File: src/rtl/wb_scoreboard_if.sv
// Decode/ALU/load-return/reg-file signal bundle for wb_scoreboard.
// The scoreboard is the slave; decode, ALU and memory together form the master.
interface wb_scoreboard_if;
    logic        iss_valid;
    logic [4:0]  iss_rd;
    logic        iss_is_load;
    logic [4:0]  iss_src1;
    logic [4:0]  iss_src2;
    logic        iss_stall;
    logic        alu_valid;
    logic [4:0]  alu_rd;
    logic [31:0] alu_data;
    logic        alu_ready;
    logic        ld_valid;
    logic [4:0]  ld_rd;
    logic [31:0] ld_data;
    logic [4:0]  dest;
    logic        reg_write;
    logic [31:0] write_data;
    logic        err;

    modport master (
        output iss_valid, iss_rd, iss_is_load, iss_src1, iss_src2,
        output alu_valid, alu_rd, alu_data,
        output ld_valid, ld_rd, ld_data,
        input  iss_stall, alu_ready, dest, reg_write, write_data, err
    );

    modport slave (
        input  iss_valid, iss_rd, iss_is_load, iss_src1, iss_src2,
        input  alu_valid, alu_rd, alu_data,
        input  ld_valid, ld_rd, ld_data,
        output iss_stall, alu_ready, dest, reg_write, write_data, err
    );
endinterface

File: src/rtl/wb_scoreboard.sv
// Writeback arbiter (load beats ALU) driving the single reg-file write port, plus a
// pending-destination scoreboard that stalls decode on RAW/WAW hazards and load overflow.
module wb_scoreboard #(
    parameter int unsigned MAX_LOADS = 2
) (
    input logic          clk,
    input logic          rst,
    wb_scoreboard_if.slave bus
);
    logic [31:0] pending_q, pending_d;
    logic [2:0]  ld_cnt_q, ld_cnt_d;
    logic [4:0]  dest_q, dest_d;
    logic        reg_write_q, reg_write_d;
    logic [31:0] write_data_q, write_data_d;
    logic        err_q, err_d;

    logic        ld_full, ld_empty, issue_fire, issue_load, ld_ret;
    logic        acc_valid;
    logic [4:0]  acc_rd;
    logic [31:0] acc_data;

    assign ld_full  = (ld_cnt_q == 3'(MAX_LOADS));
    assign ld_empty = (ld_cnt_q == 3'd0);

    assign bus.iss_stall = bus.iss_valid &
        ((bus.iss_src1 != 5'd0 & pending_q[bus.iss_src1]) |
         (bus.iss_src2 != 5'd0 & pending_q[bus.iss_src2]) |
         (bus.iss_rd   != 5'd0 & pending_q[bus.iss_rd])   |
         (bus.iss_is_load & ld_full));

    assign issue_fire = bus.iss_valid & ~bus.iss_stall;
    assign issue_load = issue_fire & bus.iss_is_load;
    assign ld_ret     = bus.ld_valid & ~ld_empty;

    assign bus.alu_ready = ~bus.ld_valid;
    assign acc_valid     = bus.ld_valid | bus.alu_valid;
    assign acc_rd        = bus.ld_valid ? bus.ld_rd   : bus.alu_rd;
    assign acc_data      = bus.ld_valid ? bus.ld_data : bus.alu_data;

    always_comb begin
        // Commit clears before issue sets; the WAW stall keeps them on different registers.
        pending_d = pending_q;
        if (reg_write_q) pending_d[dest_q] = 1'b0;
        if (issue_fire && bus.iss_rd != 5'd0) pending_d[bus.iss_rd] = 1'b1;
        pending_d[0] = 1'b0;

        ld_cnt_d = ld_cnt_q;
        unique case ({issue_load, ld_ret})
            2'b10:   ld_cnt_d = ld_cnt_q + 3'd1;
            2'b01:   ld_cnt_d = ld_cnt_q - 3'd1;
            default: ld_cnt_d = ld_cnt_q;
        endcase

        dest_d       = dest_q;
        write_data_d = write_data_q;
        reg_write_d  = 1'b0;
        if (acc_valid) begin
            dest_d       = acc_rd;
            write_data_d = acc_data;
            reg_write_d  = (acc_rd != 5'd0);
        end

        err_d = err_q |
                (acc_valid & acc_rd != 5'd0 & ~pending_q[acc_rd]) |
                (bus.ld_valid & ld_empty);
    end

    always_ff @(posedge clk or posedge rst) begin
        if (rst) begin
            pending_q    <= '0;
            ld_cnt_q     <= '0;
            dest_q       <= '0;
            reg_write_q  <= 1'b0;
            write_data_q <= '0;
            err_q        <= 1'b0;
        end else begin
            pending_q    <= pending_d;
            ld_cnt_q     <= ld_cnt_d;
            dest_q       <= dest_d;
            reg_write_q  <= reg_write_d;
            write_data_q <= write_data_d;
            err_q        <= err_d;
        end
    end

    assign bus.dest       = dest_q;
    assign bus.reg_write  = reg_write_q;
    assign bus.write_data = write_data_q;
    assign bus.err        = err_q;
endmodule

File: src/flat_wrapper.sv
// flat-port wrapper written by rule: the top's interface ports become plain ports
module wb_scoreboard_flat 
#(
    parameter int unsigned MAX_LOADS = 2
)
  (clk, rst, bus_iss_valid, bus_iss_rd, bus_iss_is_load, bus_iss_src1, bus_iss_src2, bus_alu_valid, bus_alu_rd, bus_alu_data, bus_ld_valid, bus_ld_rd, bus_ld_data, bus_iss_stall, bus_alu_ready, bus_dest, bus_reg_write, bus_write_data, bus_err);
  wb_scoreboard_if bus_i ();
  input logic clk;
  input logic rst;
  input wire logic [$bits(bus_i.iss_valid)-1:0] bus_iss_valid;
  input wire logic [$bits(bus_i.iss_rd)-1:0] bus_iss_rd;
  input wire logic [$bits(bus_i.iss_is_load)-1:0] bus_iss_is_load;
  input wire logic [$bits(bus_i.iss_src1)-1:0] bus_iss_src1;
  input wire logic [$bits(bus_i.iss_src2)-1:0] bus_iss_src2;
  input wire logic [$bits(bus_i.alu_valid)-1:0] bus_alu_valid;
  input wire logic [$bits(bus_i.alu_rd)-1:0] bus_alu_rd;
  input wire logic [$bits(bus_i.alu_data)-1:0] bus_alu_data;
  input wire logic [$bits(bus_i.ld_valid)-1:0] bus_ld_valid;
  input wire logic [$bits(bus_i.ld_rd)-1:0] bus_ld_rd;
  input wire logic [$bits(bus_i.ld_data)-1:0] bus_ld_data;
  output wire logic [$bits(bus_i.iss_stall)-1:0] bus_iss_stall;
  output wire logic [$bits(bus_i.alu_ready)-1:0] bus_alu_ready;
  output wire logic [$bits(bus_i.dest)-1:0] bus_dest;
  output wire logic [$bits(bus_i.reg_write)-1:0] bus_reg_write;
  output wire logic [$bits(bus_i.write_data)-1:0] bus_write_data;
  output wire logic [$bits(bus_i.err)-1:0] bus_err;
  assign bus_i.iss_valid = bus_iss_valid;
  assign bus_i.iss_rd = bus_iss_rd;
  assign bus_i.iss_is_load = bus_iss_is_load;
  assign bus_i.iss_src1 = bus_iss_src1;
  assign bus_i.iss_src2 = bus_iss_src2;
  assign bus_i.alu_valid = bus_alu_valid;
  assign bus_i.alu_rd = bus_alu_rd;
  assign bus_i.alu_data = bus_alu_data;
  assign bus_i.ld_valid = bus_ld_valid;
  assign bus_i.ld_rd = bus_ld_rd;
  assign bus_i.ld_data = bus_ld_data;
  assign bus_iss_stall = bus_i.iss_stall;
  assign bus_alu_ready = bus_i.alu_ready;
  assign bus_dest = bus_i.dest;
  assign bus_reg_write = bus_i.reg_write;
  assign bus_write_data = bus_i.write_data;
  assign bus_err = bus_i.err;
  wb_scoreboard #(.MAX_LOADS(MAX_LOADS)) u_core (.clk(clk), .rst(rst), .bus(bus_i));
endmodule
File: config.mk
export PLATFORM = sky130hd
export DESIGN_NAME = wb_scoreboard_flat
export DESIGN_NICKNAME = d
export VERILOG_FILES = /design/src/rtl/wb_scoreboard_if.sv /design/src/rtl/wb_scoreboard.sv /design/src/flat_wrapper.sv
export SDC_FILE = /design/constraint.sdc
export NUM_CORES = 1
export LEC_CHECK = 0
export BUFFER_PORTS_ARGS = -buffer_cell sky130_fd_sc_hd__buf_2
export CORE_MARGIN = 2
export CORE_UTILIZATION = 53
export DETAILED_ROUTE_END_ITERATION = 7
export PLACE_DENSITY = 0.89
export REMOVE_ABC_BUFFERS = 1
export SYNTH_ARGS = -nofsm -noshare
export SYNTH_HDL_FRONTEND = slang
export SYNTH_SLANG_ARGS = --single-unit
export TNS_END_PERCENT = 20
File: constraint.sdc
create_clock -name clk -period 3 [get_ports clk]
set_clock_uncertainty 0.05 [all_clocks]
set_input_delay 0.45 -clock clk [delete_from_list [all_inputs] [get_ports clk]]
set_output_delay 0.45 -clock clk [all_outputs]
set_load 0.02 [all_outputs]
* Word-level counts from Yosys, hierarchy flattened *
Cells that the tools add are included.
W data, S select, Z words.

cells by class
  add/subtract/negate cells = 2
  order comparisons = 7
  equal/unequal tests = 3
  mux-type cells = 18
  bitwise gates (word level) = 24
  reduce and logical (&&, ||, !) cells = 9

operators with widths
  kind                   number
  $mux W32               3
  $and A32 B32 Y32       1
  $not A32 Y32           1
  $or A32 B32 Y32        1
  $lt A5 B6 Y1 const B   5
  $bmux W1 S5            4
  $reduce_bool A5 Y1     4
  $and A1 B1 Y1          11
  $demux W1 S5           2
  $ge A5 B1 Y1 const B   2
  $mux W1                7
  $or A1 B1 Y1           6
  $pmux W3 S2            1
  $mux W5                1
  $not A1 Y1             4
  $add A3 B1 Y3 const B  1
  $eq A3 B2 Y1 const B   1
  $logic_and A1 B1 Y1    3
  $logic_not A3 Y1       1
  $sub A3 B1 Y3 const B  1
  $eq A2 B1 Y1 const B   1
  $eq A2 B2 Y1 const B   1
  $reduce_bool A2 Y1     1

word-level totals
  bits in registers = 73
  input port bits = 95
  output and inout bits = 41
  word-level logic and storage cells = 69

* Longest topological paths before layout *
Gate-level depths: netlist of run 1.

  depth in word-level cells = 12
  mapped depth = 14
  depth with buffers taken out = 12

* Least setup slack after synthesis of run 1 *
OpenSTA, ideal clock, no wires.

  path type = input-to-reg
  start point = input port bus_iss_rd[0]
  end point = register u_core.ld_cnt_q[2]
  library setup time = 0.125 ns
  arrival = 2.774 ns
  required time = 2.825 ns
  path slack = 0.051 ns
  stages = 13
  buffers on the path = 1
  cell sequence = buf_2 -> mux4_2 -> a22oi_1 -> a21oi_1 -> nor4_2 -> nand4_2 -> or2_1 -> ha_1 -> inv_1 -> fa_1 -> xor2_1 -> nor2_1 -> xor2_1

on the way
  longest elaborated chain between the ends = 11
  elaborated cells between the ends (all ways) = 14
  classes of those cells = eq/ne: 2; mux: 3; bitwise: 7; reduce/logical: 2

ends and longest elaborated chain
  element                                                   RTL line             text
  from (decl)                                               flat_wrapper.sv:11   input wire logic [$bits(bus_i.iss_rd)-1:0] bus_iss_rd;
  $bmux W1 S5                                               wb_scoreboard.sv:28  (bus.iss_rd != 5'd0 & pending_q[bus.iss_rd]) |
  $mux W1 (not written as such)                             wb_scoreboard.sv:28
  $and A1 B1 Y1 *                                           wb_scoreboard.sv:28
  $or A1 B1 Y1 *                                            wb_scoreboard.sv:27  (bus.iss_src2 != 5'd0 & pending_q[bus.iss_src2]) |
  $or A1 B1 Y1 *                                            wb_scoreboard.sv:28
  $and A1 B1 Y1 *                                           wb_scoreboard.sv:25  assign bus.iss_stall = bus.iss_valid &
  $not A1 Y1 *                                              wb_scoreboard.sv:31  assign issue_fire = bus.iss_valid & ~bus.iss_stall;
  $and A1 B1 Y1 *                                           wb_scoreboard.sv:31
  $and A1 B1 Y1 *                                           wb_scoreboard.sv:32  assign issue_load = issue_fire & bus.iss_is_load;
  $eq A2 B1 Y1 / $eq A2 B2 Y1 (equally long branches)       wb_scoreboard.sv:48  unique case ({issue_load, ld_ret})
  $pmux W3 S2 / $reduce_bool A2 Y1 (equally long branches)  -
  to (signal assigned)                                      wb_scoreboard.sv:78  ld_cnt_q <= ld_cnt_d;
  to (decl)                                                 wb_scoreboard.sv:11  logic [2:0] ld_cnt_q, ld_cnt_d;

Every way passes the cells marked *; elsewhere a longest branch is shown, timed or not. The select of a mux whose other input is x is not followed.
A chain may end at the register's enable or synchronous reset.

* Final worst setup path of run 1 *
  start point = register u_core.pending_q[7]
  end point = output port bus_iss_stall

on the way
  longest elaborated chain between the ends = 7
  elaborated cells between the ends (all ways) = 13
  classes of those cells = mux: 6; bitwise: 7

ends and longest elaborated chain
  element                                  RTL line                                  text
  from (decl)                              wb_scoreboard.sv:10                       logic [31:0] pending_q, pending_d;
  from (signal assigned)                   wb_scoreboard.sv:77                       pending_q <= pending_d;
  $bmux W1 S5, on equally long branches    wb_scoreboard.sv:26, wb_scoreboard.sv:27
  $mux W1, on equally long branches        wb_scoreboard.sv:26, wb_scoreboard.sv:27
  $and A1 B1 Y1, on equally long branches  wb_scoreboard.sv:26, wb_scoreboard.sv:27
  $or A1 B1 Y1                             wb_scoreboard.sv:26                       ((bus.iss_src1 != 5'd0 & pending_q[bus.iss_src1]) |
  $or A1 B1 Y1 *                           wb_scoreboard.sv:27
  $or A1 B1 Y1 *                           wb_scoreboard.sv:28
  $and A1 B1 Y1 *                          wb_scoreboard.sv:25
  to (decl)                                flat_wrapper.sv:21                        output wire logic [$bits(bus_i.iss_stall)-1:0] bus_iss_stall;

Marked as above.

==> results.sh, run 1 <==
export IMPL_cellPowerDensity_nw_per_um2=624
export IMPL_synth_xor_area_share_pct=0.548
export IMPL_place_ws_ns=-0.0669
export IMPL_cp_start_kind="flip-flop"
export IMPL_grt_pass1_wl_um=23800
export IMPL_synth_cells=494
export IMPL_rr_endpoint="u_core.ld_cnt_q[2]$_DFFE_PP0P_"
export IMPL_syn_avg_cell_area_um2=9.71
export IMPL_cp_end_kind="primary output"
export IMPL_ys_ff_latch=73
export IMPL_antenna_found_initial=0
export IMPL_startpoint="u_core.pending_q[7]$_DFF_PP0_"
export IMPL_hp_class="in2async"
export IMPL_hold_viol=0
export IMPL_rsz0062_at_grt="false"
export IMPL_grt_start_max_net_pins=65
export IMPL_syn2layout_area_growth_pct=21.7
export IMPL_peakVddDrop_mv=0.413
export IMPL_drt_vias_per_instance=6.22
export IMPL_dr_total_vias=4624
export IMPL_critPathKind="reg2out"
export IMPL_crit_end="bus_iss_stall"
export IMPL_clk_latency_ns=0.35
export IMPL_fin_crit_ns=2.91
export IMPL_cts_tree="built"
export IMPL_nets=728
export IMPL_std_cell_rows=34
export IMPL_crit_fanout=5
export IMPL_status="finished clean"
export IMPL_initial_utilization_pct=54.8
export IMPL_gp_congestion=0.982
export IMPL_yosysUniqueCellTypes=53
export IMPL_reg2reg_depth=12
export IMPL_synth_simple_gate_area_share_pct=15.4
export IMPL_root_buffer="clkbuf_8"
export IMPL_grt_total_usage_pct=30.9
export IMPL_synth_edf_count=0
export IMPL_die_h_um=99.2
export IMPL_drc=0
export IMPL_clkTransAtPathRegs_ns=0.08
export IMPL_timing_final_ws_setup_ns=0.0873
export IMPL_power_leakage_uw=0.00267
export IMPL_period_share_pct=97.1
export IMPL_required_ns=2.50
export IMPL_drive_gt1_share_pct=37.6
export IMPL_async_flop_share_pct=100
export IMPL_coreArea_um2=8760
export IMPL_layout_common_cells="buf_2 (134), nand2_1 (76), dfrtp_1 (72), o21ai_0 (69), mux2i_1 (58)"
export IMPL_rrSetupSlack_ns=0.13
export IMPL_numCtsBuffers=9
export IMPL_synth_warning_count=0
export IMPL_port_buffers=135
export IMPL_utilization_pct=66.7
export IMPL_drtAntennaViolNets=0
export IMPL_num_io_pins=136
export IMPL_ys_seq_area_share_pct=38.1
export IMPL_final_common_cell="buf_2"
export IMPL_synth_compound_area_share_pct=18.6
export IMPL_fill_cells=679
export IMPL_synthesis_area_um2=4800
export IMPL_tightest_slew_ns=0.845
export IMPL_postCtsHoldBufs=0
export IMPL_cp_arrival_ns=2.41
export IMPL_htreeDepth=3
export IMPL_synth_adder_area_share_pct=0.678
export IMPL_reg2reg_from="u_core.pending_q[7]$_DFF_PP0_"
export IMPL_drtPass1Iterations=5
export IMPL_wl_per_cell_um=20.4
export IMPL_clock_sinks=73
export IMPL_p_total_uw=3650
export IMPL_synthMuxAreaShare_pct=22.2
export IMPL_dr_first_iter_drc_count=385
export IMPL_drt_total_wl_um=15100
export IMPL_die_x_um=99.2
export IMPL_grt_pass1_vias=4544
export IMPL_max_freq_mhz=343
export IMPL_dp_hpwl_um=11300
export IMPL_dieArea_um2=9830
export IMPL_relSlewSlack_pct=43.7
export IMPL_num_antenna_cells=0
export IMPL_drv_cap=0
export IMPL_slew_viol_final=0
export IMPL_clockBufferDepth=2
export IMPL_finalSetupViolations=0
export IMPL_synthFlopType="dfrtp_1"
export IMPL_gr_total_overflow=0
export IMPL_synth_top_family_by_area="multiplexers"
==> cell usage after synthesis, drive strengths merged (2+ instances only) <==
master / count / area, um2
inv: 9 / 33.8
xor2: 2 / 17.5
buf: 15 / 101
nand3: 10 / 50.1
a221oi: 2 / 17.5
nor3: 4 / 20.0
nor4: 3 / 25.0
nor2b: 10 / 62.6
a21oi: 14 / 70.1
mux4: 17 / 394
and2: 3 / 20.0
a32o: 2 / 20.0
or2: 2 / 12.5
mux2i: 60 / 617
o32ai: 3 / 26.3
and3: 2 / 12.5
or3: 2 / 12.5
nor2: 16 / 60.1
a22oi: 9 / 67.6
dfrtp: 73 / 1830
nand3b: 5 / 37.5
nor3b: 4 / 30.0
and3b: 2 / 17.5
or3b: 3 / 26.3
nand2: 76 / 285
o21ai: 99 / 608
nand2b: 5 / 31.3
o2111ai: 4 / 35.0
mux2: 5 / 56.3
clkbuf: 19 / 71.3
==> where the power goes <==
group	switching, uW	internal [uW]
Sequential	397	1230
Combinational	661	653
Clock	382	320
Total	1440	2210
==> registers in the layout, summed over array words and instances, names as in the netlist <==
| register | flops |
|---|---|
| u_core.bus.write_data | 32 |
| u_core.bus.reg_write | 1 |
| u_core.bus.dest | 5 |
| u_core.bus.err | 1 |
| u_core.pending_q | 31 |
| u_core.ld_cnt_q | 3 |
==> worst min-delay path by stage <==
stage	start	end	slack (ns)	cells past startpoint
floorplan	u_core.ld_cnt_q[2]$_DFFE_PP0P_	u_core.ld_cnt_q[2]$_DFFE_PP0P_	0.42	1
global placement	u_core.bus.err$_DFF_PP0_	u_core.bus.err$_DFF_PP0_	0.43	2
detailed placement	u_core.bus.err$_DFF_PP0_	u_core.bus.err$_DFF_PP0_	0.43	2
CTS	rst	u_core.bus.write_data[19]$_DFFE_PP0P_	0.20	2
global route	rst	u_core.bus.write_data[18]$_DFFE_PP0P_	0.26	2
finish	rst	u_core.bus.write_data[18]$_DFFE_PP0P_	0.18	2
==> through the flow <==
step	hold slack (ns)	cells	area [um2]	TNS, ns
2_1_floorplan	0.415	460	4630	-2.13
3_5_place_dp	0.430	728	5640	-0.0946
3_3_place_gp	0.434	728	5640	0
5_1_grt	0.256	743	5840	0
6_report	0.178	743	5840	0
4_1_cts	0.201	743	5810	0
==> critical path, stage by stage (launching register included) <==
cell and delay (ns):
dfrtp_1 0.45, mux4_2 0.50, a22oi_2 0.18, a21oi_2 0.09, nor4_4 0.31, nand4_2 0.14
buf_6 0.15, and2_4 0.14, buf_6 0.12
==> final cells by class <==
cell class	count	area, um2	area share (%)
clock buffer	11	141	2.42
clock inverter	4	28.8	0.493
inverter	10	37.5	0.643
timing repair buffer	160	886	15.2
multi-input combinational	377	2790	47.7
sequential	73	1830	31.3
tap	108	135	2.31
==> what timing repair did <==
action                                  4_1_cts  5_1_grt
endpoints found under the setup margin        0        3
hold endpoints to repair                      0        0
resized for setup                             0       11
buffers inserted                              0        0
==> layer usage <==
metal | vias to the layer above | wire length (um) | global-route usage, %
met1 | 2196 | 5810 | 39.6
met3 | 52 | 1520 | 7.10
li1 | 2070 | - | -
met5 | - | 0 | 0
met2 | 306 | 7400 | 52.2
met4 | 0 | 411 | 9.91
==> cells by family after synthesis <==
| kind of cell | Yosys count |
|---|---|
| compound gates | 139 |
| buf+inv | 44 |
| xor+xnor | 3 |
| flops | 73 |
| mux | 82 |
| simple gates | 151 |
| fa+ha+maj | 2 |
Power figures use the tool's default switching activity.
==> run 2, diff against run 1 <==
--- a/config.mk
+++ b/config.mk
@@ -5,6 +5,7 @@
 export SDC_FILE = /design/constraint.sdc
 export NUM_CORES = 1
 export LEC_CHECK = 0
+export ABC_AREA = 1
 export BUFFER_PORTS_ARGS = -buffer_cell sky130_fd_sc_hd__buf_2
 export CORE_MARGIN = 2
 export CORE_UTILIZATION = 53
==> results.sh, run 2 <==
export IMPL_place_ws_ns=0.159
export IMPL_num_io_pins=136
export IMPL_cts_setup_buffers=0
export IMPL_gp_congestion=0.986
export IMPL_power_leakage_uw=0.00315
export IMPL_die_h_um=100
export IMPL_wl_per_cell_um=16.4
export IMPL_cp_start_kind="flip-flop"
export IMPL_dr_total_vias=5476
export IMPL_dpl_cell_count=945
export IMPL_htreeDepth=3
export IMPL_clkTransAtPathRegs_ns=0.08
export IMPL_dieArea_um2=10000
export IMPL_fin_crit_ns=2.54
export IMPL_fill_cells=823
export IMPL_std_cell_rows=35
export IMPL_synthFlopType="dfrtp_1"
export IMPL_fin_cells=960
export IMPL_max_freq_mhz=394
export IMPL_drtAntennaViolNets=0
export IMPL_rsz0062_at_grt="false"
export IMPL_grt_start_max_net_pins=39
export IMPL_clockBufferDepth=2
export IMPL_clk_latency_ns=0.36
export IMPL_drive_gt1_share_pct=26.7
export IMPL_cp_end_kind="flip-flop"
export IMPL_drt_total_wl_um=15800
export IMPL_status="finished clean"
export IMPL_ys_seq_area_share_pct=37.3
export IMPL_timing_final_ws_setup_ns=0.460
export IMPL_relSlewSlack_pct=29.4
export IMPL_crit_fanout=3
export IMPL_hold_viol=0
export IMPL_peakVddDrop_mv=0.457
export IMPL_tightest_slew_ns=1.05
export IMPL_post_cts_resized=0
export IMPL_port_buffers=135
export IMPL_final_common_cell="nand2_1"
export IMPL_grt_total_usage_pct=32.8
export IMPL_async_flop_share_pct=100
export IMPL_yosys_top_cells_area="dfrtp_1 (37%), nand2_1 (20%), nand3_1 (11%)"
export IMPL_postCtsHoldBufs=0
export IMPL_drv_cap=0
export IMPL_yosysMostFrequentCell="nand2_1"
export IMPL_numCtsBuffers=9
export IMPL_fin_setup_tns_ns=0
export IMPL_clock_sinks=73
export IMPL_dp_hpwl_um=11800
export IMPL_ys_ff_latch=73
export IMPL_cts_tree="built"
export IMPL_synth_warning_count=0
export IMPL_yosysUniqueCellTypes=33
export IMPL_drtPass1Iterations=6
export IMPL_synth_common_cells="nand2_1 (262), nand3_1 (105), dfrtp_1 (73), inv_1 (54), a21oi_1 (42)"
export IMPL_critPathKind="reg2reg"
export IMPL_grt_pass1_wl_um=25600
export IMPL_largest_register_ffs=32
export IMPL_hp_class="in2async"
export IMPL_slew_viol_final=0
export IMPL_drt_vias_per_instance=5.70
export IMPL_synth_edf_count=0
export IMPL_nets=942
export IMPL_syn2layout_area_growth_pct=22.2
export IMPL_grt_pass1_vias=5201
export IMPL_die_x_um=100
export IMPL_synth_cells=704
export IMPL_root_buffer="clkbuf_8"
export IMPL_cp_arrival_ns=2.73
export IMPL_synth_top_area_share_pct=37.3
export IMPL_coreArea_um2=9110
export IMPL_period_share_pct=84.7
export IMPL_layout_common_cells="nand2_1 (262), buf_2 (135), nand3_1 (105), dfrtp_1 (73), inv_1 (53)"
export IMPL_synthesis_area_um2=4890
export IMPL_gr_total_overflow=0
export IMPL_dr_first_iter_drc_count=625
export IMPL_required_ns=3.19
export IMPL_initial_utilization_pct=53.7
export IMPL_cellPowerDensity_nw_per_um2=597
export IMPL_num_antenna_cells=0
export IMPL_drc=0
export IMPL_yosysTopAreaCell="dfrtp_1"
export IMPL_finalSetupViolations=0
export IMPL_antenna_found_initial=0
export IMPL_syn_avg_cell_area_um2=6.95
## run 2: changes by cell type in the layout (fill, tap and decap cells not counted), moves of 30 or more
cell	delta
nand2_1	+186
o21bai_2	+30
inv_1	+46
mux2i_1	-57
o21ai_0	-41
nand3_1	+95
## run 2: kinds of logic (layout without fill, tap and decap cells)
logic type,count (synthesis),in the layout,share of synthesized area (%)
AO/OA/AOI/OAI,115,115,16.3
buffers and inverters,91,236,8.54
multiplexers,1,1,0.205
flip-flops,73,73,37.3
XOR/XNOR,2,2,0.358
adder cells (fa/ha/maj),2,2,0.665
AND/OR/NAND/NOR,420,420,36.6
## run 2: metrics by stage
stage / utilization, % / area, um2 / hold WS, ns / power (uW)
2_1_floorplan: - / 4710 / 0.397 / 2130
3_3_place_gp: 63.1 / 5740 / 0.410 / 2560
3_5_place_dp: 63.1 / 5740 / 0.414 / 2600
4_1_cts: 65.7 / 5980 / 0.219 / 3530
5_1_grt: 65.7 / 5980 / 0.251 / 3770
6_report: 65.7 / 5980 / 0.205 / 3570
## run 2: layout make-up
cell class                 count  area, um2  share of cell area (%)
inverter                      60        230                    3.85
multi-input combinational    540       2650                    44.3
tap                          111        139                    2.32
clock inverter                 6        115                    1.92
sequential                    73       1830                    30.5
timing repair buffer         161        896                    15.0
clock buffer                   9        124                    2.07
## run 2: worst max-delay path, cell delays in order, from the launching register on
cell	delay, ns
dfrtp_1	0.42
inv_1	0.11
o21ai_0	0.18
nand2_1	0.07
nand3_1	0.07
nand3_1	0.08
a21oi_1	0.20
nor2_1	0.10
nand2_1	0.08
inv_1	0.05
nand3_1	0.06
ha_1	0.13
inv_1	0.06
fa_1	0.37
a21oi_1	0.14
o21ai_0	0.11
xnor2_1	0.13
## run 2: worst paths after layout
kind | startpoint | to | slack, ns | cells after the start
max in group asynchronous | rst | u_core.pending_q[24]$_DFF_PP0_ | 2.02 | 3
hold reg to reg | u_core.bus.write_data[13]$_DFFE_PP0P_ | u_core.bus.write_data[13]$_DFFE_PP0P_ | 0.43 | 2
setup reg to reg | u_core.pending_q[12]$_DFF_PP0_ | u_core.ld_cnt_q[2]$_DFFE_PP0P_ | 0.46 | 16
min in group clk | bus_ld_data[30] | u_core.bus.write_data[30]$_DFFE_PP0P_ | 0.25 | 3
setup / recovery | u_core.pending_q[12]$_DFF_PP0_ | u_core.ld_cnt_q[2]$_DFFE_PP0P_ | 0.46 | 16
hold / removal | rst | u_core.bus.write_data[25]$_DFFE_PP0P_ | 0.20 | 2
## run 2: report_power, final
part | switching [uW] | internal [uW]
logic | 758 | 483
registers | 200 | 1180
clock network | 396 | 552
total | 1350 | 2220
## run 2: metal layers
| layer | up-vias | GRT usage, % | wire (um) |
|---|---|---|---|
| met4 | 0 | 16.9 | 704 |
| met5 | - | 0 | 0 |
| met3 | 63 | 7.80 | 1800 |
| met2 | 379 | 52.3 | 7320 |
| met1 | 2453 | 41.8 | 5960 |
| li1 | 2581 | - | - |
